`src/rtl/cic_ctrl.sv`:
```
// -----------------------------------------------------------------------------
// cic_ctrl
//
// Sequencer and stream front/back end for a 1-bit-in, DATA_W-bit-out CIC
// decimation filter.
//   * Generates the filter's input strobes from a raw PDM bit at a
//     programmable rate (one strobe every div_q+1 cycles).
//   * Drives the filter clock-enable and active-low reset. Every start passes
//     through a 2-cycle FLUSH.
//   * Discards the first SETTLE good filter outputs after each start.
//   * Buffers accepted filter outputs in a show-ahead FIFO with a
//     valid/ready handshake toward the downstream audio logic.
//
// Optional feature macro: CIC_CTRL_STATS_EN
//   defined     -> sample_cnt counts FIFO writes made in RUN. It saturates at
//                  0xFFFF and clears in FLUSH and on reset.
//   not defined -> sample_cnt is tied to zero.
//
// Ports
//   clk, reset      system clock; synchronous active-high reset
//   enable          run request (level)
//   div             strobe period minus 1, captured on FLUSH entry
//   pdm_in          raw modulator bit
//   cic_clken       filter clock enable
//   cic_reset_n     filter reset, active low (asserted during FLUSH only)
//   cic_in_data     bit presented to the filter with the strobe
//   cic_in_valid    input strobe toward the filter
//   cic_in_ready    filter input ready
//   cic_out_data    filter output sample
//   cic_out_valid   filter output valid
//   cic_out_error   filter error code; nonzero marks a bad sample
//   cic_out_ready   FIFO not full
//   m_data          FIFO head (zero while the FIFO is empty)
//   m_valid         FIFO not empty
//   m_ready         downstream accept
//   busy            sequencer not idle
//   in_miss         sticky: a strobe was issued while cic_in_ready was low
//   overrun         sticky: a good output arrived in RUN while the FIFO was full
//   err             sticky: an output arrived with a nonzero error code
//   sample_cnt      forwarded-sample count (see macro above)
// -----------------------------------------------------------------------------
module cic_ctrl #(
    parameter int DATA_W     = 16,
    parameter int DIV_W      = 8,
    parameter int SETTLE     = 8,
    parameter int FIFO_DEPTH = 4
) (
    input  logic              clk,
    input  logic              reset,
    input  logic              enable,
    input  logic [DIV_W-1:0]  div,
    input  logic              pdm_in,
    output logic              cic_clken,
    output logic              cic_reset_n,
    output logic              cic_in_data,
    output logic              cic_in_valid,
    input  logic              cic_in_ready,
    input  logic [DATA_W-1:0] cic_out_data,
    input  logic              cic_out_valid,
    input  logic [1:0]        cic_out_error,
    output logic              cic_out_ready,
    output logic [DATA_W-1:0] m_data,
    output logic              m_valid,
    input  logic              m_ready,
    output logic              busy,
    output logic              in_miss,
    output logic              overrun,
    output logic              err,
    output logic [15:0]       sample_cnt
);

    localparam int PTR_W = $clog2(FIFO_DEPTH);
    localparam int CNT_W = PTR_W + 1;
    localparam int SET_W = (SETTLE > 1) ? $clog2(SETTLE) : 1;
    // Value of settle_cnt at which the next good output ends SETTLE.
    localparam logic [SET_W-1:0] SETTLE_LAST = (SETTLE > 0) ? SET_W'(SETTLE - 1) : '0;

    typedef enum logic [1:0] {
        ST_IDLE,
        ST_FLUSH,
        ST_SETTLE,
        ST_RUN
    } state_t;

    state_t state_q, state_d;

    logic               flush_cnt_q;   // 0 = first FLUSH cycle, 1 = second
    logic [DIV_W-1:0]   div_q;
    logic [DIV_W-1:0]   div_cnt_q;
    logic [SET_W-1:0]   settle_cnt_q;
    logic               in_data_q;
    logic               in_miss_q;
    logic               overrun_q;
    logic               err_q;

    logic [DATA_W-1:0]  mem [FIFO_DEPTH];
    logic [PTR_W-1:0]   wr_ptr_q;
    logic [PTR_W-1:0]   rd_ptr_q;
    logic [CNT_W-1:0]   count_q;

    logic active;
    logic div_tc;
    logic strobe;
    logic out_good;
    logic out_bad;
    logic fifo_full;
    logic fifo_empty;
    logic wr_en;
    logic rd_en;

    // -------------------------------------------------------------------------
    // Decode
    // -------------------------------------------------------------------------
    assign active     = (state_q == ST_SETTLE) || (state_q == ST_RUN);
    assign div_tc     = (div_cnt_q == div_q);
    // Gating with enable suppresses the strobe in the cycle the run request
    // drops, so no strobe is issued on the way back to IDLE.
    assign strobe     = active && enable && div_tc;

    assign out_good   = cic_out_valid && (cic_out_error == 2'b00);
    assign out_bad    = cic_out_valid && (cic_out_error != 2'b00);

    assign fifo_full  = (count_q == CNT_W'(FIFO_DEPTH));
    assign fifo_empty = (count_q == '0);
    // A full FIFO refuses the write even when a pop happens in the same cycle.
    assign wr_en      = (state_q == ST_RUN) && out_good && !fifo_full;
    assign rd_en      = !fifo_empty && m_ready;

    // -------------------------------------------------------------------------
    // Sequencer
    // -------------------------------------------------------------------------
    always_ff @(posedge clk) begin
        // NOTE: sequential state uses non-blocking assignments so every
        // register samples the pre-edge values of the others.
        if (reset) begin
            state_q <= ST_IDLE;
        end else begin
            state_q <= state_d;
        end
    end

    always_comb begin
        // NOTE: every output of this block gets a default before the case so
        // that no path leaves a variable unassigned (which would infer a latch).
        state_d     = state_q;
        cic_clken   = 1'b1;
        cic_reset_n = 1'b1;

        case (state_q)
            ST_IDLE: begin
                cic_clken = 1'b0;
                if (enable) begin
                    state_d = ST_FLUSH;
                end
            end

            ST_FLUSH: begin
                cic_reset_n = 1'b0;
                if (!enable) begin
                    state_d = ST_IDLE;
                end else if (flush_cnt_q) begin
                    state_d = (SETTLE == 0) ? ST_RUN : ST_SETTLE;
                end
            end

            ST_SETTLE: begin
                if (!enable) begin
                    state_d = ST_IDLE;
                end else if (out_good && (settle_cnt_q == SETTLE_LAST)) begin
                    state_d = ST_RUN;
                end
            end

            ST_RUN: begin
                if (!enable) begin
                    state_d = ST_IDLE;
                end
            end

            default: begin
                state_d = ST_IDLE;
            end
        endcase
    end

    // -------------------------------------------------------------------------
    // Divider, settle counter, input data register and sticky flags
    // -------------------------------------------------------------------------
    always_ff @(posedge clk) begin
        if (reset) begin
            flush_cnt_q  <= 1'b0;
            div_q        <= '0;
            div_cnt_q    <= '0;
            settle_cnt_q <= '0;
            in_data_q    <= 1'b0;
            in_miss_q    <= 1'b0;
            overrun_q    <= 1'b0;
            err_q        <= 1'b0;
        end else begin
            flush_cnt_q <= (state_q == ST_FLUSH) && !flush_cnt_q;

            // The rate is frozen for the whole run once FLUSH is entered.
            if ((state_q == ST_FLUSH) && !flush_cnt_q) begin
                div_q <= div;
            end

            // Free-running 0..div_q counter while the filter is running;
            // held at zero otherwise so each start begins a fresh period.
            if (active) begin
                div_cnt_q <= div_tc ? '0 : div_cnt_q + DIV_W'(1);
            end else begin
                div_cnt_q <= '0;
            end

            if (state_q == ST_FLUSH) begin
                settle_cnt_q <= '0;
            end else if ((state_q == ST_SETTLE) && out_good) begin
                settle_cnt_q <= settle_cnt_q + SET_W'(1);
            end

            // pdm_in is captured on every edge that leads into a running
            // cycle, so the bit beside a strobe is the one sampled just
            // before it.
            if ((state_d == ST_SETTLE) || (state_d == ST_RUN)) begin
                in_data_q <= pdm_in;
            end

            if (state_q == ST_FLUSH) begin
                in_miss_q <= 1'b0;
                overrun_q <= 1'b0;
                err_q     <= 1'b0;
            end else begin
                if (strobe && !cic_in_ready) begin
                    in_miss_q <= 1'b1;
                end
                if (active && out_bad) begin
                    err_q <= 1'b1;
                end
                if ((state_q == ST_RUN) && out_good && fifo_full) begin
                    overrun_q <= 1'b1;
                end
            end
        end
    end

    // -------------------------------------------------------------------------
    // Output FIFO (show-ahead)
    // -------------------------------------------------------------------------
    always_ff @(posedge clk) begin
        if (reset) begin
            wr_ptr_q <= '0;
            rd_ptr_q <= '0;
            count_q  <= '0;
        end else begin
            if (wr_en) begin
                wr_ptr_q <= wr_ptr_q + PTR_W'(1);
            end
            if (rd_en) begin
                rd_ptr_q <= rd_ptr_q + PTR_W'(1);
            end
            case ({wr_en, rd_en})
                2'b10:   count_q <= count_q + CNT_W'(1);
                2'b01:   count_q <= count_q - CNT_W'(1);
                default: count_q <= count_q;
            endcase
        end
    end

    // NOTE: the storage array has no reset; only the pointers and count are
    // reset, and m_data is masked while empty so stale words never leak out.
    always_ff @(posedge clk) begin
        if (wr_en) begin
            mem[wr_ptr_q] <= cic_out_data;
        end
    end

    // -------------------------------------------------------------------------
    // Optional statistics
    // -------------------------------------------------------------------------
`ifdef CIC_CTRL_STATS_EN
    logic [15:0] sample_cnt_q;

    always_ff @(posedge clk) begin
        if (reset || (state_q == ST_FLUSH)) begin
            sample_cnt_q <= '0;
        end else if (wr_en && (sample_cnt_q != 16'hFFFF)) begin
            sample_cnt_q <= sample_cnt_q + 16'd1;
        end
    end

    assign sample_cnt = sample_cnt_q;
`else
    assign sample_cnt = 16'h0000;
`endif

    // -------------------------------------------------------------------------
    // Outputs
    // -------------------------------------------------------------------------
    assign cic_in_valid  = strobe;
    assign cic_in_data   = in_data_q;
    assign cic_out_ready = !fifo_full;
    assign m_valid       = !fifo_empty;
    assign m_data        = fifo_empty ? '0 : mem[rd_ptr_q];
    assign busy          = (state_q != ST_IDLE);
    assign in_miss       = in_miss_q;
    assign overrun       = overrun_q;
    assign err           = err_q;

endmodule
```
`config.mk`:
```
export PLATFORM = sky130hd
export DESIGN_NAME = cic_ctrl
export DESIGN_NICKNAME = d
export VERILOG_FILES = /design/src/rtl/cic_ctrl.sv
export SDC_FILE = /design/constraint.sdc
export NUM_CORES = 1
export LEC_CHECK = 0
export CORE_UTILIZATION = 56
export DETAILED_ROUTE_END_ITERATION = 10
export GPL_TIMING_DRIVEN = 1
export PLACE_DENSITY = 0.92
export SETUP_SLACK_MARGIN = 0.5
export SKIP_LAST_GASP = 1
export SLEW_MARGIN = 20
export SYNTH_ARGS = -nofsm -noshare
export SYNTH_HDL_FRONTEND = slang
export SYNTH_SLANG_ARGS = --single-unit
```
`constraint.sdc`:
```
create_clock -name clk -period 5.5 [get_ports clk]
set_input_delay 0.825 -clock clk [delete_from_list [all_inputs] [get_ports clk]]
set_output_delay 0.825 -clock clk [all_outputs]
set_load 0.01 [all_outputs]
```
# Word level (Yosys, flattened, before mapping)
# Memory sizes are Yosys's and may differ from the RTL's. A register that Yosys moved wholly into a read port is not among the register bits.
# Cells that the tools add are included.
# W data, S select, Z words.
# word_totals
word_cells	72
out_inout_bits	42
inputBits	33
memories	1
mem_bits_rw	64
reg_bits	33
# op_classes
addsub	6
reduce_logical	27
bitwise	1
muxes	15
eq_ne	10
# mem_list
name	depth	word_bits	read_ports	rd_ports_with_merged_regs	write_ports	line	text
mem	4	16	1	1	1	96	logic [DATA_W-1:0] mem [FIFO_DEPTH];
# ops
op	n
$mux W16	1
$mux W2	8
$logic_and A1 B1 Y1	13
$eq A2 B2 Y1 const B	5
$add A8 B1 Y8 const B	1
$eq A8 B8 Y1	1
$pmux W2 S4	1
$add A3 B1 Y3 const B	2
$eq A3 B3 Y1 const B	2
$pmux W3 S2	1
$reduce_bool A2 Y1	3
$add A2 B1 Y2 const B	2
$eq A2 B1 Y1 const B	2
$logic_not A1 Y1	4
$logic_not A2 Y1	2
$mux W1	4
$logic_not A3 Y1	1
$reduce_or A3 Y1	1
$sub A3 B1 Y3 const B	1
$logic_or A1 B1 Y1	2
$reduce_or A2 Y1	1
$not A1 Y1	1

# Logic depth before layout (Yosys ltp)
# Gate-level depths: netlist of run 1.
# logic_depth
depth_word	8
ltp_mapped	11
depth_no_buf	9

# Worst setup path before layout of run 1
# Ideal clock, no wire load.
# synth_timing
kind	input -> register
start	input port cic_out_error[0]
end	register count_q[2]
n_path_buf	1
slack_ps	2876
cell_stages	10
required_time_ps	5430
setup_ps	70
arrival_time_ps	2554
path_cell_list	and4bb_2 > and3_1 > buf_2 > inv_2 > ha_1 > inv_1 > fa_1 > xor2_1 > or3_1 > a21oi_1
# synth_via
elab_chain_cells	6
elab_cells_between_ends	8
cone_classes	eq/ne: 2; mux: 1; reduce/logical: 5
# synth_lines
item	line	text
start: declaration	60	input logic [1:0] cic_out_error,
$logic_not A2 Y1 *	120	assign out_good = cic_out_valid && (cic_out_error == 2'b00);
$logic_and A1 B1 Y1 *	120	
$logic_and A1 B1 Y1 * (2 in a row)	126	assign wr_en = (state_q == ST_RUN) && out_good && !fifo_full;
$eq A2 B1 Y1 / $eq A2 B2 Y1 (equally long branches)	261	case ({wr_en, rd_en})
$pmux W3 S2 / $reduce_bool A2 Y1 (equally long branches)	-	
end signal: assignment	262	2'b10: count_q <= count_q + CNT_W'(1);
end signal: assignment	263	2'b01: count_q <= count_q - CNT_W'(1);
end signal: assignment	264	default: count_q <= count_q;
end: declaration	99	logic [CNT_W-1:0] count_q;
# Every way passes the cells marked *; elsewhere a longest branch is shown, timed or not.
# A chain may end at the register's enable or synchronous reset.

==> results.sh, run 1 <==
export IMPL_ios=75
export IMPL_routabilityCongestion=0.736
export IMPL_slew_viol_final=0
export IMPL_drive_above_1_share_pct=9.80
export IMPL_worstSkewPairLatency_ns=0.36
export IMPL_cts_path_max_buffers=2
export IMPL_grt_pass1_wl_mm=11.1
export IMPL_holdBufCountCts=0
export IMPL_numCtsBuffers=9
export IMPL_finalCriticalPeriod_ns=3.14
export IMPL_p_per_area_mw_per_mm2=269
export IMPL_syn_area_sq_mm=0.00410
export IMPL_critPathMaxFanout=16
export IMPL_htree_num_levels=3
export IMPL_ir_worst_vdd_mv=0.174
export IMPL_power_leakage_nw=1.63
export IMPL_cts_root_buf="clkbuf_8"
export IMPL_routed_wl_mm=6.79
export IMPL_final_common_cell="edfxtp_1"
export IMPL_pre_cts_ws_ns=2.23
export IMPL_rows=30
export IMPL_worst_setup_path_end_kind="output port"
export IMPL_drc_errors=0
export IMPL_nets=394
export IMPL_synth_area_top_cells="edfxtp_1 (47%), dfxtp_1 (17%), mux4_2 (8.8%), buf_4 (3.3%), and2_1 (3.2%)"
export IMPL_cts_resized=0
export IMPL_fillers=451
export IMPL_die_height_microns=87.5
export IMPL_status="completed"
export IMPL_wl_per_cell_microns=15.0
export IMPL_drt_iter0_drc=136
export IMPL_area_growth_pct=18.9
export IMPL_arrival_ns=2.31
export IMPL_max_cap_viol_count=0
export IMPL_rsz0062_at_grt="false"
export IMPL_syn_inst=297
export IMPL_yosysSeqAreaShare_pct=64.0
export IMPL_hold_path_class="register to register"
export IMPL_die_w_microns=87.5
export IMPL_cts_sinks=99
export IMPL_mostFrequentLayoutCells="edfxtp_1 (64), clkdlybuf4s50_1 (58), dfxtp_1 (34)"
export IMPL_via_per_inst=5.28
export IMPL_grt_pass1_vias=2364
export IMPL_dr_total_vias=2391
export IMPL_path_clk_slew_ns=0.09
export IMPL_fin_ws_ns=2.36
export IMPL_grt_max_degree=23
export IMPL_tightest_slew_ns=0.830
export IMPL_avgSynthCellArea_sq_um=13.8
export IMPL_drt_pass1_iter_count=4
export IMPL_fin_setup_tns_ns=0
export IMPL_dieArea_sq_mm=0.00766
export IMPL_cp_start_kind="register"
export IMPL_grt_use_total_pct=19.8
export IMPL_post_cts_setup_buffers=0
export IMPL_top_layer="met4"
export IMPL_wl_met2_mm=3.39
export IMPL_dpl_hpwl_mm=4.61
export IMPL_grt_ovfl_total=0
export IMPL_port_buffers=58
export IMPL_synth_top_area_cell="edfxtp_1"
export IMPL_relSlewSlack_pct=44.6
export IMPL_yosys_area_top_type_share_pct=46.9
export IMPL_synth_cell_type_count=37
export IMPL_ys_seq_elements=99
export IMPL_grt_antenna_before_repair=0
export IMPL_drt_antenna_violating_nets=0
export IMPL_setup_viol=0
export IMPL_ff_latch_area_sq_mm=0.00262
export IMPL_start_util_pct=59.0
export IMPL_fin_crit_sh_pct=57.1
export IMPL_wl_met3_microns=372
export IMPL_wl_met1_mm=2.87
export IMPL_diodes=0
export IMPL_fmax_ghz=0.318
export IMPL_finalClockSkew_ns=0.00416
export IMPL_multiInputGateArea_sq_mm=0.00131
export IMPL_cp_required_ns=4.68
export IMPL_coreArea_sq_mm=0.00694
export IMPL_cts_tree="built"
export IMPL_critPathKind="register to output port"
export IMPL_hold_violations=0
export IMPL_yosysWarnings=0
cell usage after synthesis, drive strengths merged:
cell,n
edfxtp,64
dfxtp,35
nor2,24
and2,21
buf,21
mux4,16
a21oi,14
nand2,14
xnor2,13
inv,10
o21ai,10
clkbuf,8
ha,8
xor2,7
nand3,6
and3,3
mux2i,2
nand2b,2
nand4,2
nor2b,2
nor3,2
or3,2
a2111oi,1
a21o,1
a31oi,1
a41oi,1
and4bb,1
conb,1
fa,1
o211ai,1
or2,1
or3b,1
or4,1
sequential cells by signal, summed over array words and instances (netlist names), 2 cells and up, named ones only:
name          count
count_q           3
div_cnt_q         8
div_q             8
mem              64
rd_ptr_q          2
settle_cnt_q      3
state_q           2
wr_ptr_q          2
where the power goes:
group | total [mW] | switching (mW) | internal, mW
clock | 0.461 | 0.247 | 0.214
sequential | 0.796 | 0.00373 | 0.792
combinational | 0.0547 | 0.0261 | 0.0286
total | 1.31 | 0.277 | 1.04
stage by stage:
stage / cells / total power, mW / util [%] / instance area [sq um] / hold slack (ns)
final: 453 / 1.31 / 70.2 / 4870 / 0.462
after global routing: 453 / 1.36 / 70.2 / 4870 / 0.487
after CTS: 453 / 1.32 / 70.2 / 4870 / 0.467
after detailed placement: 437 / 0.867 / 67.3 / 4670 / 0.451
after global placement: 437 / 0.865 / 67.3 / 4670 / 0.435
after floorplan: 312 / 0.842 / - / 4150 / 0.437
final cells by class:
type,instances,area share (%)
sequential,99,53.8
multi-input combinational,174,26.9
timing repair buffer,58,11.9
clock buffer,9,2.54
tap,96,2.46
clock inverter,7,1.54
inverter,10,0.770
routing by layer:
metal | vias to the layer above | track usage [%]
li1 | 1139 | -
met1 | 1152 | 24.4
met2 | 86 | 33.1
met3 | 14 | 4.05
met4 | 0 | 11.0
met5 | - | 0
logic make-up (layout without fill, tap and decap cells):
logic type / Yosys count / after routing / synth area share, %
flops: 99 / 99 / 64.0
simple gates: 82 / 82 / 10.2
buf+inv: 39 / 84 / 5.34
compound gates: 29 / 29 / 3.88
xor+xnor: 20 / 20 / 4.27
mux: 18 / 18 / 9.28
fa+ha+maj: 9 / 9 / 2.93
other cells: 1 / 16 / 0.0915
worst max-delay path, cell delays in order, from the launching register on:
cell and delay, ns:
dfxtp_2 0.70, mux4_2 0.56, and2_1 0.18, clkdlybuf4s50_1 0.51
path summary, 6_finish.rpt:
path | start | end | slack, ns | cells past startpoint
setup / recovery | register | m_data[0] | 2.36 | 3
hold / removal | cic_in_data | cic_in_data | 0.46 | 2
setup reg to reg | count_q[0] | count_q[2] | 2.99 | 8
hold reg to reg | cic_in_data | cic_in_data | 0.46 | 2
No activity file was read; power rests on OpenSTA's default activity.
==> inputs of run 2 (changes only) <==
CORE_UTILIZATION = 47   (was 56)
PLACE_DENSITY = 0.83   (was 0.92)
clock period = 2.8 ns   (was 5.5 ns; I/O delays follow)
==> run 2 against run 1 <==
  * First-iteration DRC count shrank 21%
  * Global-route usage shrank 1.9 points
  * Count of clock-buffer cells in the layout is the same
  * Cell count grew 5.7%
  * Via count grew 3.1%
  * Register-to-register slack lost 2.4 ns
  * Utilization shrank 9.8 points
  * Final area grew 3.4%
  * Sequential share of layout area shrank 1.5 points
  * Combinational power grew 96%
  * Clock power grew 83%
  * Critical path type unchanged
  * Critical endpoint is now m_data[13]
  * Largest power group unchanged
==> results.sh, run 2 (synthesized netlist as in run 1, its figures left out) <==
export IMPL_power_leakage_nw=1.80
export IMPL_diodes=0
export IMPL_grt_antenna_before_repair=0
export IMPL_fin_area_sq_mm=0.00504
export IMPL_port_buffers=58
export IMPL_area_growth_pct=23.0
export IMPL_dpl_hpwl_mm=4.67
export IMPL_finalCriticalPeriod_ns=2.23
export IMPL_ir_worst_vdd_mv=0.229
export IMPL_slew_viol_final=0
export IMPL_fmax_ghz=0.448
export IMPL_ff_latch_area_sq_mm=0.00264
export IMPL_hold_path_class="input pin to register"
export IMPL_start_util_pct=49.1
export IMPL_cp_required_ns=2.38
export IMPL_setup_viol=0
export IMPL_critPathMaxFanout=8
export IMPL_place_area_sq_mm=0.00476
export IMPL_critPathKind="register to output port"
export IMPL_relSlewSlack_pct=59.3
export IMPL_worstSkewPairLatency_ns=0.37
export IMPL_via_per_inst=5.14
export IMPL_dieArea_sq_mm=0.00910
export IMPL_drc_errors=0
export IMPL_holdBufCountCts=0
export IMPL_fin_ws_ns=0.568
export IMPL_worst_setup_path_end_kind="output port"
export IMPL_rsz0062_at_grt="true"
export IMPL_wl_per_cell_microns=15.0
export IMPL_cts_tree="built"
export IMPL_die_height_microns=95.4
export IMPL_mostFrequentLayoutCells="edfxtp_1 (64), clkdlybuf4s50_1 (38), dfxtp_1 (26)"
export IMPL_drt_pass1_iter_count=4
export IMPL_largest_reg_flops=64
export IMPL_cts_path_max_buffers=2
export IMPL_grt_pass1_wl_mm=12.0
export IMPL_finalClockSkew_ns=0.0133
export IMPL_reg_largest_list="mem (64), div_cnt_q (8), div_q (8)"
export IMPL_arrival_ns=1.81
export IMPL_grt_max_degree=20
export IMPL_htree_num_levels=3
export IMPL_drt_iter0_drc=107
export IMPL_fillers=659
export IMPL_rows=33
export IMPL_routabilityCongestion=0.771
export IMPL_grt_pass1_vias=2509
export IMPL_drive_above_1_share_pct=19.3
export IMPL_grt_use_total_pct=17.9
export IMPL_pre_cts_ws_ns=0.0909
export IMPL_cts_sinks=99
export IMPL_largest_register="mem"
export IMPL_drt_antenna_violating_nets=0
export IMPL_final_core_utilization_pct=60.4
export IMPL_nets=411
export IMPL_tightest_slew_ns=0.607
export IMPL_cp_start_kind="register"
export IMPL_multiInputGateArea_sq_mm=0.00133
export IMPL_p_per_area_mw_per_mm2=499
export IMPL_cts_root_buf="clkbuf_8"
export IMPL_status="completed"
export IMPL_dr_total_vias=2464
export IMPL_final_common_cell="edfxtp_1"
export IMPL_ios=75
export IMPL_hold_violations=0
export IMPL_grt_ovfl_total=0
export IMPL_fin_setup_tns_ns=0
export IMPL_max_cap_viol_count=0
export IMPL_die_w_microns=95.4
export IMPL_routed_wl_mm=7.19
export IMPL_fin_crit_sh_pct=79.7
export IMPL_path_clk_slew_ns=0.10
export IMPL_numCtsBuffers=9
export IMPL_coreArea_sq_mm=0.00834
==> run 2: cell count changes in the layout (fill, tap and decap cells not counted), moves of 2 or more <==
cell             change
buf_4               +14
clkbuf_2             +6
clkdlybuf4s15_1     +10
clkdlybuf4s50_1     -20
dfxtp_1              -8
dfxtp_2              +6
dfxtp_4              +2
dlymetal6s2s_1       +4
==> run 2: final timing paths <==
| kind | endpoint | startpoint | slack [ns] | cells after the start |
|---|---|---|---|---|
| min | err | cic_out_valid | 0.43 | 3 |
| max | m_data[13] | register | 0.57 | 4 |
| min reg2reg | div_cnt_q[0] | div_cnt_q[0] | 0.45 | 1 |
| max reg2reg | count_q[2] | count_q[1] | 0.58 | 9 |
==> run 2: power breakdown <==
| part | switching, mW | leakage, nW | internal (mW) |
|---|---|---|---|
| Clock | 0.506 | 0.0963 | 0.337 |
| Combinational | 0.0506 | 0.837 | 0.0568 |
| Sequential | 0.00759 | 0.863 | 1.55 |
| Total | 0.564 | 1.80 | 1.95 |
==> run 2: stage by stage <==
| step | total power [mW] | hold slack, ns | instances |
|---|---|---|---|
| after global placement | 1.70 | 0.441 | 455 |
| after global routing | 2.62 | 0.456 | 479 |
| after floorplan | 1.65 | 0.437 | 312 |
| final | 2.51 | 0.433 | 479 |
| after CTS | 2.54 | 0.460 | 472 |
| after detailed placement | 1.70 | 0.445 | 455 |
==> run 2: timing repair <==
item / CTS / global route
gates cloned: 1 / 0
setup buffers: 0 / 7
setup endpoints to repair: 18 / 19
resized for setup: 26 / 33
pin swaps: 2 / 1
==> run 2: cell type report <==
| cell class | instances | share of cell area, % |
|---|---|---|
| flip-flops and latches | 99 | 52.4 |
| clock buffers | 9 | 2.46 |
| multi-input cells | 174 | 26.3 |
| repair buffers | 75 | 14.4 |
| clock inverters | 7 | 1.12 |
| inverters | 10 | 0.745 |
| well taps | 105 | 2.61 |
==> run 2: metal layers <==
metal  share of wire, %  global-route usage [%]  vias up
met5                  0                       0        -
met4                1.7                    7.84        0
met3                5.0                    3.91       12
met2                 51                    30.7       80
met1                 42                    21.7     1197
li1                   -                       -     1175
==> run 2: critical path, cell delays in order, from the launching register on <==
cell,delay (ns)
dfxtp_4,0.40
buf_12,0.14
mux4_2,0.49
and2_1,0.18
clkdlybuf4s15_1,0.23
